===== src/rtl/count_register_write.sv =====
// 8254 counter write path: assembles CPU data bytes into the 16-bit count register
// according to the programmed RW mode and flags completed counts to the counting element.
module count_register_write (
  input  logic        clk,
  input  logic        reset,
  input  logic [7:0]  databus,
  input  logic        write,
  input  logic        control_word_write,
  input  logic [1:0]  rw_mode,
  input  logic        load_ack,
  output logic [15:0] count_register,
  output logic        load,
  output logic        null_count,
  output logic        waiting_msb,
  output logic        ol_unlatch
);

  localparam logic [1:0] RW_LATCH = 2'b00;
  localparam logic [1:0] RW_LSB   = 2'b01;
  localparam logic [1:0] RW_MSB   = 2'b10;
  localparam logic [1:0] RW_BOTH  = 2'b11;

  logic [1:0]  r_mode;
  logic        r_byte_ptr;
  logic [7:0]  r_lsb_hold;

  logic [1:0]  w_mode_nxt;
  logic        w_byte_ptr_nxt;
  logic [7:0]  w_lsb_hold_nxt;
  logic [15:0] w_count_nxt;
  logic        w_load_nxt;
  logic        w_null_nxt;
  logic        w_waiting_nxt;
  logic        w_unlatch_nxt;
  logic        w_count_set;
  logic        w_program;

  assign w_program = control_word_write && (rw_mode != RW_LATCH);

  always_comb begin
    w_mode_nxt     = r_mode;
    w_byte_ptr_nxt = r_byte_ptr;
    w_lsb_hold_nxt = r_lsb_hold;
    w_count_nxt    = count_register;
    w_load_nxt     = 1'b0;
    w_waiting_nxt  = waiting_msb;
    w_unlatch_nxt  = 1'b0;
    w_count_set    = 1'b0;

    if (w_program) begin
      w_mode_nxt     = rw_mode;
      w_byte_ptr_nxt = 1'b0;
      w_waiting_nxt  = 1'b0;
      w_unlatch_nxt  = 1'b1;
      w_count_set    = 1'b1;
    end else if (write && !control_word_write) begin
      // A control word in the same cycle (even a latch command) drops the data byte.
      case (r_mode)
        RW_LSB: begin
          w_count_nxt = {8'h00, databus};
          w_load_nxt  = 1'b1;
          w_count_set = 1'b1;
        end
        RW_MSB: begin
          w_count_nxt = {databus, 8'h00};
          w_load_nxt  = 1'b1;
          w_count_set = 1'b1;
        end
        RW_BOTH: begin
          if (!r_byte_ptr) begin
            w_lsb_hold_nxt = databus;
            w_byte_ptr_nxt = 1'b1;
            w_waiting_nxt  = 1'b1;
          end else begin
            w_count_nxt    = {databus, r_lsb_hold};
            w_byte_ptr_nxt = 1'b0;
            w_waiting_nxt  = 1'b0;
            w_load_nxt     = 1'b1;
            w_count_set    = 1'b1;
          end
        end
        default: begin
        end
      endcase
    end

    // A freshly written count outranks an acknowledge of the previous one.
    if (w_count_set)
      w_null_nxt = 1'b1;
    else if (load_ack)
      w_null_nxt = 1'b0;
    else
      w_null_nxt = null_count;
  end

  always_ff @(posedge clk) begin
    if (reset) begin
      r_mode         <= RW_LATCH;
      r_byte_ptr     <= 1'b0;
      r_lsb_hold     <= 8'h00;
      count_register <= 16'h0000;
      load           <= 1'b0;
      null_count     <= 1'b0;
      waiting_msb    <= 1'b0;
      ol_unlatch     <= 1'b0;
    end else begin
      r_mode         <= w_mode_nxt;
      r_byte_ptr     <= w_byte_ptr_nxt;
      r_lsb_hold     <= w_lsb_hold_nxt;
      count_register <= w_count_nxt;
      load           <= w_load_nxt;
      null_count     <= w_null_nxt;
      waiting_msb    <= w_waiting_nxt;
      ol_unlatch     <= w_unlatch_nxt;
    end
  end

endmodule


===== config.mk =====
export PLATFORM = sky130hd
export DESIGN_NAME = count_register_write
export DESIGN_NICKNAME = d
export VERILOG_FILES = /design/src/rtl/count_register_write.sv
export SDC_FILE = /design/constraint.sdc
export NUM_CORES = 1
export LEC_CHECK = 0
export BUFFER_PORTS_ARGS = -buffer_cell sky130_fd_sc_hd__buf_4
export CORE_ASPECT_RATIO = 0.8
export CORE_UTILIZATION = 35
export CTS_CLUSTER_SIZE = 8
export DETAILED_ROUTE_END_ITERATION = 16
export GPL_ROUTABILITY_DRIVEN = 0
export PLACE_DENSITY = 0.66
export SYNTH_ARGS = -nofsm -noshare
export SYNTH_HDL_FRONTEND = slang
export SYNTH_SLANG_ARGS = --single-unit

===== constraint.sdc =====
create_clock -name clk -period 1.9 [get_ports clk]
set_clock_uncertainty 0.1 [all_clocks]
set_input_delay 0.38 -clock clk [delete_from_list [all_inputs] [get_ports clk]]
set_output_delay 0.38 -clock clk [all_outputs]
set_load 0.01 [all_outputs]

==> results of run 1 <==
## cell usage in the layout, fill, tap and decap left out, types with 2 or more instances in the layout
cell type,count
dfxtp_1,30
a211oi_1,8
ha_1,3
nand2_1,22
nand4_1,8
nor3b_1,8
a21oi_1,34
buf_4,37
inv_1,2
nand2b_1,2
o21ai_0,9
clkbuf_8,6
## routing by layer
metal / vias to the layer above / wire length, um / share of wire
met5: - / 0 / 0
met4: 0 / 49 / 0.015
li1: 609 / - / -
met3: 6 / 200 / 0.063
met2: 39 / 1400 / 0.44
met1: 571 / 1530 / 0.48
## stage by stage
| step | setup slack [ps] | util | hold WS, ps | power (mW) |
|---|---|---|---|---|
| after CTS | 165 | 0.472 | 246 | 1.35 |
| final | 153 | 0.472 | 257 | 1.33 |
| after detailed placement | 172 | 0.446 | 351 | 0.815 |
| after global routing | 30.4 | 0.472 | 256 | 1.39 |
| after floorplan | 356 | - | 337 | 0.757 |
| after global placement | 235 | 0.446 | 344 | 0.811 |
## cell type report
type	instances	area share
multi-input combinational	108	0.388
sequential	30	0.357
timing repair buffer	37	0.165
clock buffer	7	0.0513
tap	42	0.0313
inverter	2	0.00446
clock inverter	1	0.00298
## power breakdown
group	total (mW)	switching [mW]	internal (mW)
sequential	0.654	0.00892	0.645
clock	0.529	0.237	0.292
combinational	0.148	0.0794	0.0683
## final timing paths
path	slack, ps	to	from
worst min register to register	360	r_lsb_hold[4]	r_lsb_hold[4]
worst max-delay path	150	count_register[13]	r_mode[0]
worst min-delay path	260	r_mode[1]	rw_mode[1]
worst max register to register	150	count_register[13]	r_mode[0]
## cells by family after synthesis
| logic type | Yosys count | synth area share |
|---|---|---|
| buffers and inverters | 17 | 0.0766 |
| DFF | 30 | 0.443 |
| AOI/OAI and AO/OA | 55 | 0.228 |
| and+or+nand+nor | 50 | 0.225 |
| adders and majority gates | 3 | 0.0277 |
## worst max-delay path, delay by kind of cell (launching register included)
kind	cells	cell delay, ps
and+or+nand+nor	1	530
DFF	1	350
buffers and inverters	1	70
adders and majority gates	1	230
AOI/OAI and AO/OA	2	340
## cell usage after synthesis
library cell / number / area share
nand4bb_1: 1 / 0.0083
nand4_1: 8 / 0.037
a21o_1: 1 / 0.0055
a211oi_1: 8 / 0.044
clkbuf_8: 1 / 0.010
nor2_1: 1 / 0.0028
clkbuf_2: 1 / 0.0037
inv_1: 2 / 0.0055
o21a_1: 1 / 0.0055
nand2b_1: 2 / 0.0092
a21oi_1: 34 / 0.13
or2_2: 1 / 0.0046
nor3_1: 1 / 0.0037
nor3b_4: 1 / 0.014
nor2_8: 1 / 0.015
ha_1: 3 / 0.028
a211oi_2: 1 / 0.0092
clkbuf_1: 5 / 0.014
nor2b_1: 1 / 0.0046
or3b_1: 1 / 0.0065
buf_6: 3 / 0.025
a31oi_1: 1 / 0.0046
and4bb_2: 1 / 0.0092
dfxtp_1: 30 / 0.44
nand3b_1: 1 / 0.0055
nor3b_1: 8 / 0.044
nand2_1: 22 / 0.061
o21ai_0: 9 / 0.033
buf_2: 5 / 0.018
## flip-flops by register name (all words and copies together), names as in the netlist
| register | count |
|---|---|
| ol_unlatch | 1 |
| count_register | 16 |
| r_mode | 2 |
| r_lsb_hold | 8 |
| r_byte_ptr | 1 |
| load | 1 |
| null_count | 1 |
==> impl_metrics.toml, run 1 <==
[final_layout]
fin_cells = 227
diodes = 0
drive_gt1_frac = 0.265
fill_cells = 368
regArea_um2 = 601
final_area_mm2 = 0.00168
syn_to_final_growth_pct = 24.0
multiInputGateArea_um2 = 652
nets = 202

[logic_synthesis]
avgSynthCellArea_um2 = 8.75
synth.yosys.seq_area_share = 0.443
syn_inst = 155
ys_seq_elements = 30
syn-cell-area_mm2 = 0.00136
ys_types = 29
syn-num-nets = 173
ys_warn_count = 0

[clock_network]
cts_buffers = 5
cts_tree = "built"
ctsResizeCount = 0
clock-root-buffer = "clkbuf_8"
clk_pin_slew_worst_paths_ps = 60
clk_latency_ps = 280
cts_setup_buffers = 0
htreeDepth = 2
holdBufCountCts = 0
cts.path.max_buffers = 2
cts_sinks = 30

[placed_design]
hpwl_mm = 2.23
postPlaceCellArea_mm2 = 0.00159
placedCellCount = 219
io_buffers = 34

[job]
maxCapViolations = 0

[floorplanning]
die_height_um = 57.7
dieWidth_um = 71.6
coreArea_mm2 = 0.00357
ios = 35
rows = 19
initial_core_util = 0.380
die-area_mm2 = 0.00413

[critical_path]
cp.arrival_ps = 1810
crit_type = "flip-flop to flip-flop"
critPathLaunchType = "flip-flop"
end_kind = "flip-flop"
required_ps = 1960
cpMaxStageDelayCell = "or3b_1"
max_stage_delay_ps = 530
path_cells = "inv_1 -> ha_1 -> or3b_1 -> o21ai_0 -> a21oi_1"
crit_fanout = 9
ff2ff_path_depth = 5

[drt]
wl_mm = 3.18
drc = 0
vias_per_cell = 5.40
first_iter_violations = 53
drt.antenna.violating_nets = 0
routedWlPerCell_um = 14.0
vias = 1225
first_pass_iters = 4

[sta]
finalMaxSlewViolations = 0
hold_viol = 0
finalCriticalPeriod_ps = 1750
setup_viol = 0
setup_tns_ps = 0
rsz0062_at_grt = "no"
max_freq_mhz = 572
fin_crit_sh = 0.920
relSlewSlack = 0.598
tightest_slew_ps = 603

[global_routing]
use_met2 = 0.247
grt_overflow = 0
grt.total_usage = 0.169
use_met1 = 0.227
grt_max_degree = 31
grt_antenna_before_repair = 0
grt_pass1_vias = 1128
use_met3 = 0.0626
grt.busiest_layer = "met2"
grt_pass1_wl_mm = 5.26

[outcome]
status = "complete, no violations"

[power]
power-per-cell-area_mw_per_mm2 = 791
vdd_ir_drop_max_mv = 0.357
cellLeakagePower_nw = 0.640

[hold_path]
hold_depth = 3
holdCritPathClass = "primary input to flip-flop"
(Power assumes the default switching activity.)
==> run 2, diff against run 1 <==
--- a/config.mk
+++ b/config.mk
@@ -7,11 +7,11 @@
 export LEC_CHECK = 0
 export BUFFER_PORTS_ARGS = -buffer_cell sky130_fd_sc_hd__buf_4
 export CORE_ASPECT_RATIO = 0.8
-export CORE_UTILIZATION = 35
+export CORE_UTILIZATION = 51
 export CTS_CLUSTER_SIZE = 8
 export DETAILED_ROUTE_END_ITERATION = 16
 export GPL_ROUTABILITY_DRIVEN = 0
-export PLACE_DENSITY = 0.66
+export PLACE_DENSITY = 0.86
 export SYNTH_ARGS = -nofsm -noshare
 export SYNTH_HDL_FRONTEND = slang
 export SYNTH_SLANG_ARGS = --single-unit
==> run 2 against run 1 <==
Total power is 12% lower. Sequential share of layout area is 0.87 points higher. First-iteration DRC count is 28% higher. Combinational power hardly changed. Fmax is 0.16% higher. Final area is 2.4% lower. Routed wire length is 5.0% lower. Sequential cell count stayed put. Hold slack worse by 47 ps.
==> impl_metrics.toml, run 2 (same netlist as run 1, synthesis figures left out) <==
[outcome]
status = "complete, no violations"

[critical_path]
required_ps = 2000
r2r-start = "r_mode[0]"
rrSetupSlack_ps = 160
critPathLaunchType = "flip-flop"
crit_type = "flip-flop to flip-flop"
crit_fanout = 9
end_kind = "flip-flop"
reg2reg_to = "count_register[8]"
ff2ff_path_depth = 5
cp.arrival_ps = 1850

[clock_network]
holdBufCountCts = 0
ctsResizeCount = 0
clk_latency_ps = 320
clk_pin_slew_worst_paths_ps = 90
cts_tree = "built"
cts_sinks = 30
cts_buffers = 5
cts_setup_buffers = 0
cts.path.max_buffers = 2
clock-root-buffer = "clkbuf_4"
htreeDepth = 2

[floorplanning]
dieWidth_um = 59.7
initial_core_util = 0.546
die_height_um = 48.1
die-area_mm2 = 0.00287
ios = 35
coreArea_mm2 = 0.00248
rows = 16

[drt]
drc = 0
first_pass_iters = 4
vias_per_cell = 5.56
wl_mm = 3.02
routedWlPerCell_um = 13.7
first_iter_violations = 68
vias = 1224
drt.antenna.violating_nets = 0

[final_layout]
finish.utilization = 0.661
fin_cells = 220
regMostFlops = "count_register"
reg_top3 = "count_register x16, r_lsb_hold x8, r_mode x2"
syn_to_final_growth_pct = 21.0
nets = 203
final_common_cell = "buf_4"
drive_gt1_frac = 0.266
largest_reg_flops = 16
mostFrequentLayoutCells = "38 x buf_4, 34 x a21oi_1, 30 x dfxtp_1"
final_area_mm2 = 0.00164
diodes = 0

[job]
maxCapViolations = 0

[hold_path]
worstHoldEndpoint = "r_mode[0]"
hp-start = "rw_mode[0]"
hold_depth = 3
holdCritPathClass = "primary input to flip-flop"

[sta]
rsz0062_at_grt = "no"
hold_ws_ps = 210
finalMaxSlewViolations = 0
fin_crit_sh = 0.918
max_freq_mhz = 573
setup_tns_ps = 0
timing.final.ws_setup_ps = 155
hold_viol = 0
tightest_slew_ps = 582
relSlewSlack = 0.612
setup_viol = 0
finalCriticalPeriod_ps = 1740

[power]
total_power_mw = 1.16
cellLeakagePower_nw = 0.628
power-per-cell-area_mw_per_mm2 = 710
vdd_ir_drop_max_mv = 0.474

[placed_design]
hpwl_mm = 2.21
place_ws_ps = 172
placedCellCount = 214
postPlaceCellArea_mm2 = 0.00159
io_buffers = 34

[global_routing]
grt_overflow = 0
grt_max_degree = 31
grt.total_usage = 0.226
grt_antenna_before_repair = 0
grt_pass1_wl_mm = 4.61
grt_pass1_vias = 1057
==> run 2: cell count changes in the layout (fill, tap and decap cells not counted) <==
cell	before	now
clkbuf_8	6	1
clkbuf_4	0	5
buf_4	37	38
clkinv_2	1	0
clkbuf_1	1	0
==> run 2: worst max path at each step <==
stage                               to  slack, ps       from
global placement    count_register[13]        240  r_mode[0]
global route        count_register[15]         40  r_mode[0]
finish               count_register[8]        160  r_mode[0]
CTS                  count_register[8]        160  r_mode[0]
detailed placement   count_register[8]        170  r_mode[0]
floorplan           count_register[11]        360  r_mode[0]
==> run 2: area by class of cell <==
type | instances | area (um^2)
inverters | 2 | 7.51
flip-flops and latches | 30 | 601
repair buffers | 38 | 285
fillers | 220 | 841
well taps | 36 | 45.0
clock buffers | 6 | 51.3
multi-input cells | 108 | 652
==> run 2: power by group <==
group	leakage (nW)	switching, mW	total [mW]	internal, mW
Combinational	0.354	0.0793	0.149	0.0694
Sequential	0.243	0.00927	0.653	0.644
Clock	0.0302	0.197	0.363	0.166
Total	0.628	0.285	1.16	0.880
==> run 2: critical path, cell delays in order, from the launching register on <==
cell     delay (ps)
dfxtp_1         370
inv_1            70
ha_1            230
or3b_1          530
o21ai_0         230
a21oi_1          80
==> run 2: per-layer routing <==
layer  routed length, um  track usage  part of all wire  vias to the layer above
met1                1320        0.271              0.44                      577
li1                    -            -                 -                      609
met5                   0            0                 0                        -
met3                 180       0.0610             0.060                        0
met2                1530        0.393              0.50                       38
met4                   0       0.0977                 0                        0
==> run 3, diff against run 2 <==
--- a/config.mk
+++ b/config.mk
@@ -5,13 +5,14 @@
 export SDC_FILE = /design/constraint.sdc
 export NUM_CORES = 1
 export LEC_CHECK = 0
+export ABC_AREA = 1
 export BUFFER_PORTS_ARGS = -buffer_cell sky130_fd_sc_hd__buf_4
 export CORE_ASPECT_RATIO = 0.8
-export CORE_UTILIZATION = 51
+export CORE_UTILIZATION = 52
 export CTS_CLUSTER_SIZE = 8
 export DETAILED_ROUTE_END_ITERATION = 16
 export GPL_ROUTABILITY_DRIVEN = 0
-export PLACE_DENSITY = 0.86
+export PLACE_DENSITY = 0.87
 export SYNTH_ARGS = -nofsm -noshare
 export SYNTH_HDL_FRONTEND = slang
 export SYNTH_SLANG_ARGS = --single-unit
==> run 3 against run 2 <==
Sequential cell count unchanged. Clock-buffer cell count up 2. Cell count up 32%. Via count up 8.3%. Routed wire length down 5.0%. First-iteration DRC count up 29%. Total power up 13%. Highest routed layer is now met4. Sequential share of layout area down 2.5 points. Critical path depth up 1. Clock power up 29%.
==> impl_metrics.toml, run 3 <==
[logic_synthesis]
yosys-top-cells-count = "61 x nor2_1, 60 x nand2_1, 30 x dfxtp_1, 27 x inv_1, 15 x o21ai_0"
ys.flop_type = "dfxtp_1"
ys_seq_elements = 30
ys_types = 18
yosysMostFrequentCell = "nor2_1"
synth-async-reset-ratio = 0
synth-simple-area-share = 0.375
synth_top_family_by_area = "simple AND/OR/NAND/NOR gates"
ys_warn_count = 0
syn-num-nets = 234
synth.yosys.seq_area_share = 0.427
avgSynthCellArea_um2 = 6.51
yosysTopAreaCell = "dfxtp_1"
synthXorXnorAreaFrac = 0
synth_compound_area_frac = 0.0605
yosysTopAreaCellShare = 0.427
synthAdderAreaFrac = 0.0267
synth_edf_count = 0
syn_inst = 216
yosys-top-cells-area = "dfxtp_1 43%, nor2_1 16%, nand2_1 16%, inv_1 7.2%, o21ai_0 5.3%"
syn-cell-area_mm2 = 0.00141
synth.mux.area_fraction = 0

[clock_network]
clk_pin_slew_worst_paths_ps = 90
clock-root-buffer = "clkbuf_4"
cts_setup_buffers = 0
ctsResizeCount = 0
cts.path.max_buffers = 2
clk_latency_ps = 330
cts_tree = "built"
htreeDepth = 2
holdBufCountCts = 0
cts_sinks = 30
cts_buffers = 5

[sta]
max_freq_mhz = 623
hold_viol = 0
relSlewSlack = 0.740
finalCriticalPeriod_ps = 1610
setup_viol = 0
fin_crit_sh = 0.845
finalMaxSlewViolations = 0
rsz0062_at_grt = "no"
tightest_slew_ps = 390
setup_tns_ps = 0

[drt]
wl_met2_mm = 1.23
wl_met3_um = 165
drc = 0
vias_per_cell = 4.55
first_pass_iters = 5
first_iter_violations = 88
drt.antenna.violating_nets = 0
topRoutingLayerUsed = "met4"
drt-met1-wl_mm = 1.42
vias = 1325
wl_mm = 2.87
routedWlPerCell_um = 9.87

[floorplanning]
die_height_um = 48.5
coreArea_mm2 = 0.00250
rows = 16
initial_core_util = 0.562
die-area_mm2 = 0.00292
dieWidth_um = 60.1
ios = 35

[final_layout]
final_common_cell = "nor2_1"
largest_reg_flops = 16
fill_cells = 205
syn_to_final_growth_pct = 25.4
finish.utilization = 0.705
regMostFlops = "count_register"
reg_top3 = "count_register x16, r_lsb_hold x8, r_mode x2"
diodes = 0
drive_gt1_frac = 0.208
nets = 272
mostFrequentLayoutCells = "61 x nor2_1, 60 x nand2_1, 37 x buf_4"

[critical_path]
critPathLaunchType = "flip-flop"
cp.arrival_ps = 1730
end_kind = "flip-flop"
crit_type = "flip-flop to flip-flop"
crit_fanout = 11
required_ps = 2030

[global_routing]
grt.total_usage = 0.234
grt_max_degree = 27
grt_antenna_before_repair = 0
grt_pass1_vias = 1163
grt_pass1_wl_mm = 5.02
grt_overflow = 0

[power]
power-per-cell-area_mw_per_mm2 = 744
cellLeakagePower_nw = 0.942
total_power_mw = 1.31
vdd_ir_drop_max_mv = 0.563

[hold_path]
holdCritPathClass = "primary input to flip-flop"

[outcome]
status = "complete, no violations"

[placed_design]
io_buffers = 34
hpwl_mm = 2.12

[job]
maxCapViolations = 0
run 3: critical path, cell delays in order, from the launching register on:
cell and delay [ps]:
dfxtp_1 370, ha_1 410, inv_2 80, nor2_2 120, nand2_2 140, o21ai_0 220
nor2_1 60
run 3: logic make-up (layout without fill, tap and decap cells):
logic type | Yosys count | count (layout)
compound gates | 17 | 17
fa+ha+maj | 3 | 3
buf+inv | 35 | 74
flops | 30 | 30
simple gates | 131 | 131
run 3: cell type report:
type / count / area, um^2 / area share
sequential: 30 / 601 / 0.341
clock buffer: 8 / 78.8 / 0.0447
timing repair buffer: 37 / 278 / 0.158
multi-input combinational: 151 / 651 / 0.369
tap: 36 / 45.0 / 0.0256
inverter: 29 / 110 / 0.0625
run 3: metrics by stage:
step	setup WS [ps]	area, um^2	cells	hold slack, ps
2_1_floorplan	603	1410	216	349
3_3_place_gp	395	1680	283	363
3_5_place_dp	334	1680	283	371
4_1_cts	291	1760	291	104
5_1_grt	113	1760	291	101
6_report	294	1760	291	110
run 3: final timing paths:
path	from	endpoint	slack, ps	cells past startpoint
worst min-delay path	reset	null_count	110	2
worst min register to register	r_lsb_hold[1]	r_lsb_hold[1]	390	2
worst max register to register	r_mode[1]	r_lsb_hold[3]	290	6
worst max-delay path	r_mode[1]	r_lsb_hold[3]	290	6
run 3: per-layer routing:
| layer | up-vias | global-route usage |
|---|---|---|
| met5 | - | 0 |
| met4 | 0 | 0.128 |
| met3 | 6 | 0.0642 |
| met2 | 41 | 0.324 |
| met1 | 564 | 0.323 |
| li1 | 714 | - |
run 3: power breakdown:
group | internal (mW) | switching, mW
logic | 0.0794 | 0.102
registers | 0.651 | 0.0111
clock network | 0.253 | 0.215
total | 0.983 | 0.329
